==> src/rtl/countdown_pkg.sv <==
// Shared types and constants for the random countdown timer: FSM state
// encoding, hex-to-seven-segment table and blank display patterns.
package countdown_pkg;

   typedef enum logic [1:0] {
      ST_IDLE  = 2'd0,
      ST_RUN   = 2'd1,
      ST_PAUSE = 2'd2,
      ST_DONE  = 2'd3
   } state_t;

   // Active-low segments, bit order {g,f,e,d,c,b,a}
   localparam logic [6:0] SEG_BLANK = 7'h7F;
   localparam logic [7:0] AN_BLANK  = 8'hFF;

   localparam logic [6:0] SEG_TABLE [16] = '{
      7'h40, 7'h79, 7'h24, 7'h30,   // 0 1 2 3
      7'h19, 7'h12, 7'h02, 7'h78,   // 4 5 6 7
      7'h00, 7'h10, 7'h08, 7'h03,   // 8 9 A b
      7'h46, 7'h21, 7'h06, 7'h0E    // C d E F
   };

endpackage

==> src/rtl/sseg_scan.sv <==
// Multiplexed seven-segment scanner: steps through NUM_DIGITS hex digits of
// the input value, one every SCAN_DIV clocks, driving active-low anodes.
module sseg_scan
   import countdown_pkg::*;
#(
   parameter int NUM_DIGITS = 2,
   parameter int SCAN_DIV   = 100_000
) (
   input  logic                    clk,
   input  logic                    reset_n,
   input  logic [4*NUM_DIGITS-1:0] value,
   output logic [6:0]              sseg,
   output logic [7:0]              an
);

   localparam int DIV_W = (SCAN_DIV > 1) ? $clog2(SCAN_DIV) : 1;
   localparam int IDX_W = (NUM_DIGITS > 1) ? $clog2(NUM_DIGITS) : 1;

   logic [DIV_W-1:0] div_q, div_d;
   logic [IDX_W-1:0] idx_q, idx_d;
   logic [3:0]       digit;

   // Scan divider and digit index advance
   always_comb begin
      div_d = div_q + DIV_W'(1);
      idx_d = idx_q;
      if (div_q == DIV_W'(SCAN_DIV - 1)) begin
         div_d = '0;
         if (idx_q == IDX_W'(NUM_DIGITS - 1)) idx_d = '0;
         else                                 idx_d = idx_q + IDX_W'(1);
      end
   end

   // Scan registers
   always_ff @(posedge clk or negedge reset_n) begin
      if (!reset_n) begin
         div_q <= '0;
         idx_q <= '0;
      end else begin
         div_q <= div_d;
         idx_q <= idx_d;
      end
   end

   // Digit select and decode; anodes beyond NUM_DIGITS never go low
   always_comb begin
      an    = AN_BLANK;
      digit = 4'h0;
      for (int i = 0; i < NUM_DIGITS; i++) begin
         if (idx_q == IDX_W'(i)) begin
            an[i] = 1'b0;
            digit = value[4*i +: 4];
         end
      end
      sseg = SEG_TABLE[digit];
   end

endmodule

==> src/rtl/random_countdown.sv <==
// Random-start countdown timer. A free-running range counter supplies the
// pseudo-random start value captured on start; the count then decrements
// once every TICK_DIV clocks until it reaches zero.
// Optional display: define RANDOM_COUNTDOWN_DISPLAY_EN to build the hex
// scanner; otherwise sseg/an are tied to blank.
//
// state | meaning
// IDLE  | waiting for start after reset
// RUN   | counting down, prescaler advancing
// PAUSE | stop held, count and prescaler frozen
// DONE  | count reached zero, countdone high until next start
module random_countdown
   import countdown_pkg::*;
#(
   parameter int CNT_W      = 5,
   parameter int MIN_START  = 2,
   parameter int MAX_START  = 15,
   parameter int TICK_DIV   = 100_000_000,
   parameter int NUM_DIGITS = 2,
   parameter int SCAN_DIV   = 100_000
) (
   input  logic             clk,
   input  logic             reset_n,
   input  logic             en,
   input  logic             start,
   input  logic             stop,
   output logic [CNT_W-1:0] count,
   output logic             busy,
   output logic             countdone,
   output logic [6:0]       sseg,
   output logic [7:0]       an
);

   localparam int PRE_W = (TICK_DIV > 1) ? $clog2(TICK_DIV) : 1;

   state_t           state_q, state_d;
   logic [CNT_W-1:0] rng_q, rng_d;
   logic [CNT_W-1:0] count_q, count_d;
   logic [PRE_W-1:0] pre_q, pre_d;
   logic             busy_q, busy_d;
   logic             countdone_q, countdone_d;

   // Range counter runs every clock so the start value depends on when start arrives
   always_comb begin
      if (rng_q == CNT_W'(MAX_START)) rng_d = CNT_W'(MIN_START);
      else                            rng_d = rng_q + CNT_W'(1);
   end

   // Next-state, count and prescaler; en low holds everything but the range counter
   always_comb begin
      state_d = state_q;
      count_d = count_q;
      pre_d   = pre_q;
      if (en) begin
         case (state_q)
            ST_IDLE, ST_DONE: begin
               if (start) begin
                  count_d = rng_q;
                  pre_d   = '0;
                  state_d = stop ? ST_PAUSE : ST_RUN;
               end
            end
            ST_RUN: begin
               if (stop) begin
                  state_d = ST_PAUSE;
               end else if (pre_q == PRE_W'(TICK_DIV - 1)) begin
                  pre_d   = '0;
                  count_d = count_q - CNT_W'(1);
                  if (count_q == CNT_W'(1)) state_d = ST_DONE;
               end else begin
                  pre_d = pre_q + PRE_W'(1);
               end
            end
            ST_PAUSE: begin
               if (!stop) state_d = ST_RUN;
            end
            default: state_d = ST_IDLE;
         endcase
      end
      busy_d      = (state_d == ST_RUN) || (state_d == ST_PAUSE);
      countdone_d = (state_d == ST_DONE);
   end

   // FSM and datapath registers with registered status outputs
   always_ff @(posedge clk or negedge reset_n) begin
      if (!reset_n) begin
         state_q     <= ST_IDLE;
         rng_q       <= CNT_W'(MIN_START);
         count_q     <= '0;
         pre_q       <= '0;
         busy_q      <= 1'b0;
         countdone_q <= 1'b0;
      end else begin
         state_q     <= state_d;
         rng_q       <= rng_d;
         count_q     <= count_d;
         pre_q       <= pre_d;
         busy_q      <= busy_d;
         countdone_q <= countdone_d;
      end
   end

   assign count     = count_q;
   assign busy      = busy_q;
   assign countdone = countdone_q;

`ifdef RANDOM_COUNTDOWN_DISPLAY_EN
   logic [4*NUM_DIGITS-1:0] disp_val;

   assign disp_val = (4*NUM_DIGITS)'(count_q);

   sseg_scan #(
      .NUM_DIGITS (NUM_DIGITS),
      .SCAN_DIV   (SCAN_DIV)
   ) u_sseg_scan (
      .clk     (clk),
      .reset_n (reset_n),
      .value   (disp_val),
      .sseg    (sseg),
      .an      (an)
   );
`else
   assign sseg = SEG_BLANK;
   assign an   = AN_BLANK;
`endif

endmodule

==> config.mk <==
export PLATFORM = sky130hd
export DESIGN_NAME = random_countdown
export DESIGN_NICKNAME = d
export VERILOG_FILES = /design/src/rtl/countdown_pkg.sv /design/src/rtl/sseg_scan.sv /design/src/rtl/random_countdown.sv
export SDC_FILE = /design/constraint.sdc
export NUM_CORES = 1
export LEC_CHECK = 0
export BUFFER_PORTS_ARGS = -buffer_cell sky130_fd_sc_hd__buf_2
export CORE_MARGIN = 3
export CORE_UTILIZATION = 49
export DETAILED_ROUTE_END_ITERATION = 16
export PLACE_DENSITY_LB_ADDON = 0.12
export SETUP_SLACK_MARGIN = 0.15
export SYNTH_ARGS = -nofsm -noshare
export SYNTH_HDL_FRONTEND = slang
export SYNTH_HIERARCHICAL = 1
export SYNTH_SLANG_ARGS = --single-unit
==> constraint.sdc <==
create_clock -name clk -period 6.45 [get_ports clk]
set_input_delay 0.645 -clock clk [delete_from_list [all_inputs] [get_ports clk]]
set_output_delay 0.645 -clock clk [all_outputs]
set_load 0.1 [all_outputs]
Yosys cells after proc, flatten, opt, wreduce, memory -nomap -nowiden
Index checks and enable logic that the tools add are counted.
{"block": "word_totals", "ram_bits": 0, "output_inout_bits": 22, "mem_count": 0, "input_bits": 5, "latch_bits": 0, "ff_bits": 41, "mem_bits_ro": 0}
{"block": "op_classes", "n_shift": 0, "n_lt_le_gt_ge": 0, "reduce_logical": 6, "add_sub_neg": 3, "n_div": 0, "n_bitwise": 0, "eq_ne": 12, "n_mux": 17, "n_mul": 0}
{"operator": "two-way mux 27 bit", "count": 3}
{"operator": "one-hot mux 27 bit (2 select lines)", "count": 1}
{"operator": "adder 27 x 1 -> 27 bit, second input constant", "count": 1}
{"operator": "== test 27 bit, second input constant", "count": 1}
{"operator": "two-way mux 5 bit", "count": 4}
{"operator": "two-way mux 2 bit", "count": 7}
{"operator": "one-hot mux 5 bit (2 select lines)", "count": 1}
{"operator": "== test 2 bit, second input constant", "count": 4}
{"operator": "inequality test 2 bit, second input constant", "count": 3}
{"operator": "one-hot mux 2 bit (3 select lines)", "count": 1}
{"operator": "adder 5 x 1 -> 5 bit, second input constant", "count": 1}
{"operator": "== test 5 x 1 -> 1 bit, second input constant", "count": 1}
{"operator": "== test 5 x 4 -> 1 bit, second input constant", "count": 1}
{"operator": "AND reduction 5 bit", "count": 1}
{"operator": "subtractor 5 x 1 -> 5 bit, second input constant", "count": 1}
{"operator": "== test 2 x 1 -> 1 bit, second input constant", "count": 2}
{"operator": "AND reduction 4 bit", "count": 1}
{"operator": "logical NOT 2 bit", "count": 1}
{"operator": "nonzero test 2 bit", "count": 1}
{"operator": "OR reduction 2 bit", "count": 1}
{"operator": "logical OR 1 bit", "count": 1}

Longest topological paths before layout
{"block": "depth", "depth_word": 8, "depth_mapped": 8, "depth_no_buf": 7}

Worst setup path after synthesis
OpenSTA, ideal clock, no wires.
{"block": "synth_path", "path_kind": "register to register", "start": "register pre_q[19]", "end": "register busy_q, in the netlist busy", "setup_ps": 126, "synth_period_minus_slack_ps": 2514, "stages_incl_launch_ff": 7, "arrival_time_ps": 2388, "slack_ps": 3936, "path_buffers": 0, "t_required_ps": 6324, "cell_sequence": "dfrtp_1 or4b_1 or4_4 nor3_4 nand4b_1 a221oi_1 ha_1"}
{"block": "synth_between", "elab_chain_cells": 7}
{"element": "from (decl)", "line": "random_countdown.sv:39", "source": "logic [PRE_W-1:0] pre_q, pre_d;"}
{"element": "from (signal assigned)", "line": "random_countdown.sv:97", "source": "pre_q <= pre_d;"}
{"element": "== test 27 bit (*)", "line": "random_countdown.sv:66", "source": "end else if (pre_q == PRE_W'(TICK_DIV - 1)) begin"}
{"element": "two-way mux 2 bit (*)", "line": "random_countdown.sv:66"}
{"element": "two-way mux 2 bit (*)", "line": "random_countdown.sv:64", "source": "if (stop) begin"}
{"element": "one-hot mux 2 bit (3 select lines) (*)", "line": "random_countdown.sv:55", "source": "case (state_q)"}
{"element": "two-way mux 2 bit (*)", "line": "random_countdown.sv:54", "source": "if (en) begin"}
{"element": "via state_d[0]", "line": "random_countdown.sv:36", "source": "state_t state_q, state_d;"}
{"element": "== test 2 x 1 -> 1 bit / == test 2 bit (equally long branches)", "line": "random_countdown.sv:80", "source": "busy_d = (state_d == ST_RUN) || (state_d == ST_PAUSE);"}
{"element": "logical OR 1 bit (*)", "line": "random_countdown.sv:80"}
{"element": "via busy_d", "line": "random_countdown.sv:40", "source": "logic busy_q, busy_d;"}
{"element": "to (signal assigned)", "line": "random_countdown.sv:98", "source": "busy_q <= busy_d;"}
{"element": "to (decl)", "line": "random_countdown.sv:40"}
Mark *: on every way through the listed nets, which the timed path passes. The rest lies on a longest branch.
A chain may end at the register's enable or synchronous reset.

Worst setup path after layout
{"block": "layout_path", "start": "register state_q[1]", "end": "register pre_q[26]"}
{"block": "layout_between", "elab_chain_cells": 4}
{"element": "from (decl)", "line": "random_countdown.sv:36"}
{"element": "from (signal assigned)", "line": "random_countdown.sv:94", "source": "state_q <= state_d;"}
{"element": "== test 2 bit / logical NOT 2 bit (equally long branches)", "line": "random_countdown.sv:55"}
{"element": "OR reduction 2 bit", "line": "random_countdown.sv:55"}
{"element": "inequality test 2 bit (no line) / nonzero test 2 bit (equally long branches)"}
{"element": "AND reduction 4 bit (no line)"}
Several ways; a longest one is shown, not always the timed one.

==> impl_metrics.env <==
export IMPL_synth_top_area_frac=0.399
export IMPL_fin_cells=351
export IMPL_grtUsageMet1=0.249
export IMPL_place_gp_congestion=0.783
export IMPL_worst_pin_slew_ps=1070
export IMPL_diodes=0
export IMPL_synth_ff_type="dfrtp_1"
export IMPL_post_cts_buffers=0
export IMPL_peakVddDrop_mv=0.209
export IMPL_cts_htree_levels=2
export IMPL_syn_inst=278
export IMPL_cts_tree="built"
export IMPL_async_flop_share=1.00
export IMPL_drc=0
export IMPL_timing_final_crit_share=0.459
export IMPL_core_um2=4850
export IMPL_clk_pin_slew_ps=80
export IMPL_drive_gt1_frac=0.120
export IMPL_fin_nets=295
export IMPL_die_h_um=77.6
export IMPL_clock_latency_ps=290
export IMPL_grt_util_met2=0.280
export IMPL_ant_nets=0
export IMPL_drv_cap=0
export IMPL_ys_warnings_count=6
export IMPL_met3_usage=0.0360
export IMPL_drt_iter0_markers=80
export IMPL_worst_setup_path_type="reg2reg"
export IMPL_synth_area_leaders="dfrtp_1, xnor2_1, buf_4"
export IMPL_clock_skew_ps=6.88
export IMPL_fmax_mhz=337
export IMPL_die_area_um2=6010
export IMPL_die_w_um=77.6
export IMPL_layout_min_cycle_time_ps=2960
export IMPL_place_inst=343
export IMPL_p_leak_nw=1.08
export IMPL_synth_distinct_cells=56
export IMPL_cts_buffers=5
export IMPL_antenna_found_initial=0
export IMPL_finalSetupViolCount=0
export IMPL_worst_ep_required_time_ps=6590
export IMPL_start_util=0.517
export IMPL_clockBufferDepth=2
export IMPL_syn_to_final_growth_pct=3.64
export IMPL_worstHoldPathType="in2async"
export IMPL_clockRootBuffer="clkbuf_8"
export IMPL_synthTopCellsByCount="dfrtp_1, nor2_1, nand2_1, nor3_1"
export IMPL_port_buffers=11
export IMPL_top_usage_layer="met2"
export IMPL_synth_most_common_cell="dfrtp_1"
export IMPL_grt_pass1_vias=1839
export IMPL_synth_edf_count=0
export IMPL_synth_area_um2=2510
export IMPL_slew_headroom=0.286
export IMPL_vias_per_cell=5.64
export IMPL_grt_pass1_wl_um=8650
export IMPL_endpoint_kind="flip-flop"
export IMPL_cp_max_fo=21
export IMPL_design_power_total_uw=909
export IMPL_wire_per_inst_um=13.8
export IMPL_report_final_slew_viol_count=0
export IMPL_status="completed"
export IMPL_cts_resized=0
export IMPL_fin_tns_setup_ps=0
export IMPL_grt_max_degree=42
export IMPL_start_kind="flip-flop"
export IMPL_arrival_ps=3100
export IMPL_routed_wirelength_um=4850
export IMPL_drt_pass1_iter_count=4
export IMPL_hold_ws_ps=482
export IMPL_gr_usage_all_layers=0.176
export IMPL_cts_sinks=41
export IMPL_synth_top_area_cell="dfrtp_1"
export IMPL_vias=1981
export IMPL_avgSynthCellArea_um2=9.02
export IMPL_powerDensity_nw_per_um2=350
export IMPL_io_pins=27
export IMPL_grt_setup_unrepaired="false"
export IMPL_dp_hpwl_um=3380
export IMPL_holdBufCountCts=0
export IMPL_grt_overflow=0
export IMPL_rows=25
export IMPL_yosysSeqAreaShare=0.409
export IMPL_yosys_register_bits=41
export IMPL_r2r_slack_ps=3490
export IMPL_final_hold_viol_count=0
## final timing paths
path	from	end	depth (start not counted)
max in group asynchronous	reset_n	pre_q[8]$_DFFE_PN0P_	1
hold / removal	reset_n	pre_q[4]$_DFFE_PN0P_	1
min in group clk	rng_q[3]$_DFF_PN0_	rng_q[3]$_DFF_PN0_	1
hold reg to reg	rng_q[3]$_DFF_PN0_	rng_q[3]$_DFF_PN0_	1
setup / recovery	state_q[1]$_DFF_PN0_	pre_q[26]$_DFFE_PN0P_	7
setup reg to reg	state_q[1]$_DFF_PN0_	pre_q[26]$_DFFE_PN0P_	7
## metal layers
layer,wire [um],vias up
li1,-,976
met1,2390,956
met2,2210,43
met3,208,6
met4,46,0
met5,0,-
## area by class of cell
class | instances | area (um^2)
Tap cell | 67 | 83.8
Inverter | 15 | 56.3
Sequential cell | 41 | 1030
Fill cell | 467 | 2250
Clock buffer | 6 | 72.6
Timing Repair Buffer | 11 | 55.1
Multi-Input combinational cell | 209 | 1290
Clock inverter | 2 | 10.0
## sequential cells by signal (all words and copies together) (netlist names)
register   count
busy           1
count          5
rng_q          5
pre_q         27
countdone      1
state_q        2
## cell usage in the layout, fill, tap and decap left out, drive strengths merged, types with 13 or more instances in the layout
cell type | netlist | final
conb | 1 | 15
dfrtp | 40 | 40
inv | 15 | 15
nand2 | 19 | 19
nand3 | 14 | 14
nor2 | 22 | 22
nor3 | 20 | 20
xnor2 | 13 | 13
## kinds of logic after synthesis
group                      share of synthesized area
muxes                                        0.00848
AOI/OAI and AO/OA                              0.136
xor gates and xnor gates                      0.0524
DFF                                            0.409
other                                        0.00149
adders and majority gates                     0.0349
buffers and inverters                         0.0953
and+or+nand+nor                                0.262
## report_power, final
| group | internal, mW | switching [mW] | total [mW] | leakage [nW] |
|---|---|---|---|---|
| combinational | 0.0947 | 0.323 | 0.418 | 0.490 |
| sequential | 0.290 | 0.0391 | 0.329 | 0.544 |
| clock | 0.0751 | 0.0868 | 0.162 | 0.0450 |
## worst max-delay path, cell delays in order (launching register included)
cell	delay, ps
dfrtp_1	430
inv_1	70
ha_1	570
mux2_2	310
or4b_2	740
nor3_1	410
a31o_2	230
a21oi_1	60
## stage by stage
| step | util | setup slack (ps) | cell area [um^2] |
|---|---|---|---|
| global route | 0.536 | 3190 | 2600 |
| CTS | 0.536 | 3440 | 2600 |
| finish | 0.536 | 3490 | 2600 |
| global placement | 0.519 | 3530 | 2520 |
| detailed placement | 0.519 | 3470 | 2520 |
| floorplan | - | 3940 | 2560 |
Power figures use the tool's default switching activity.
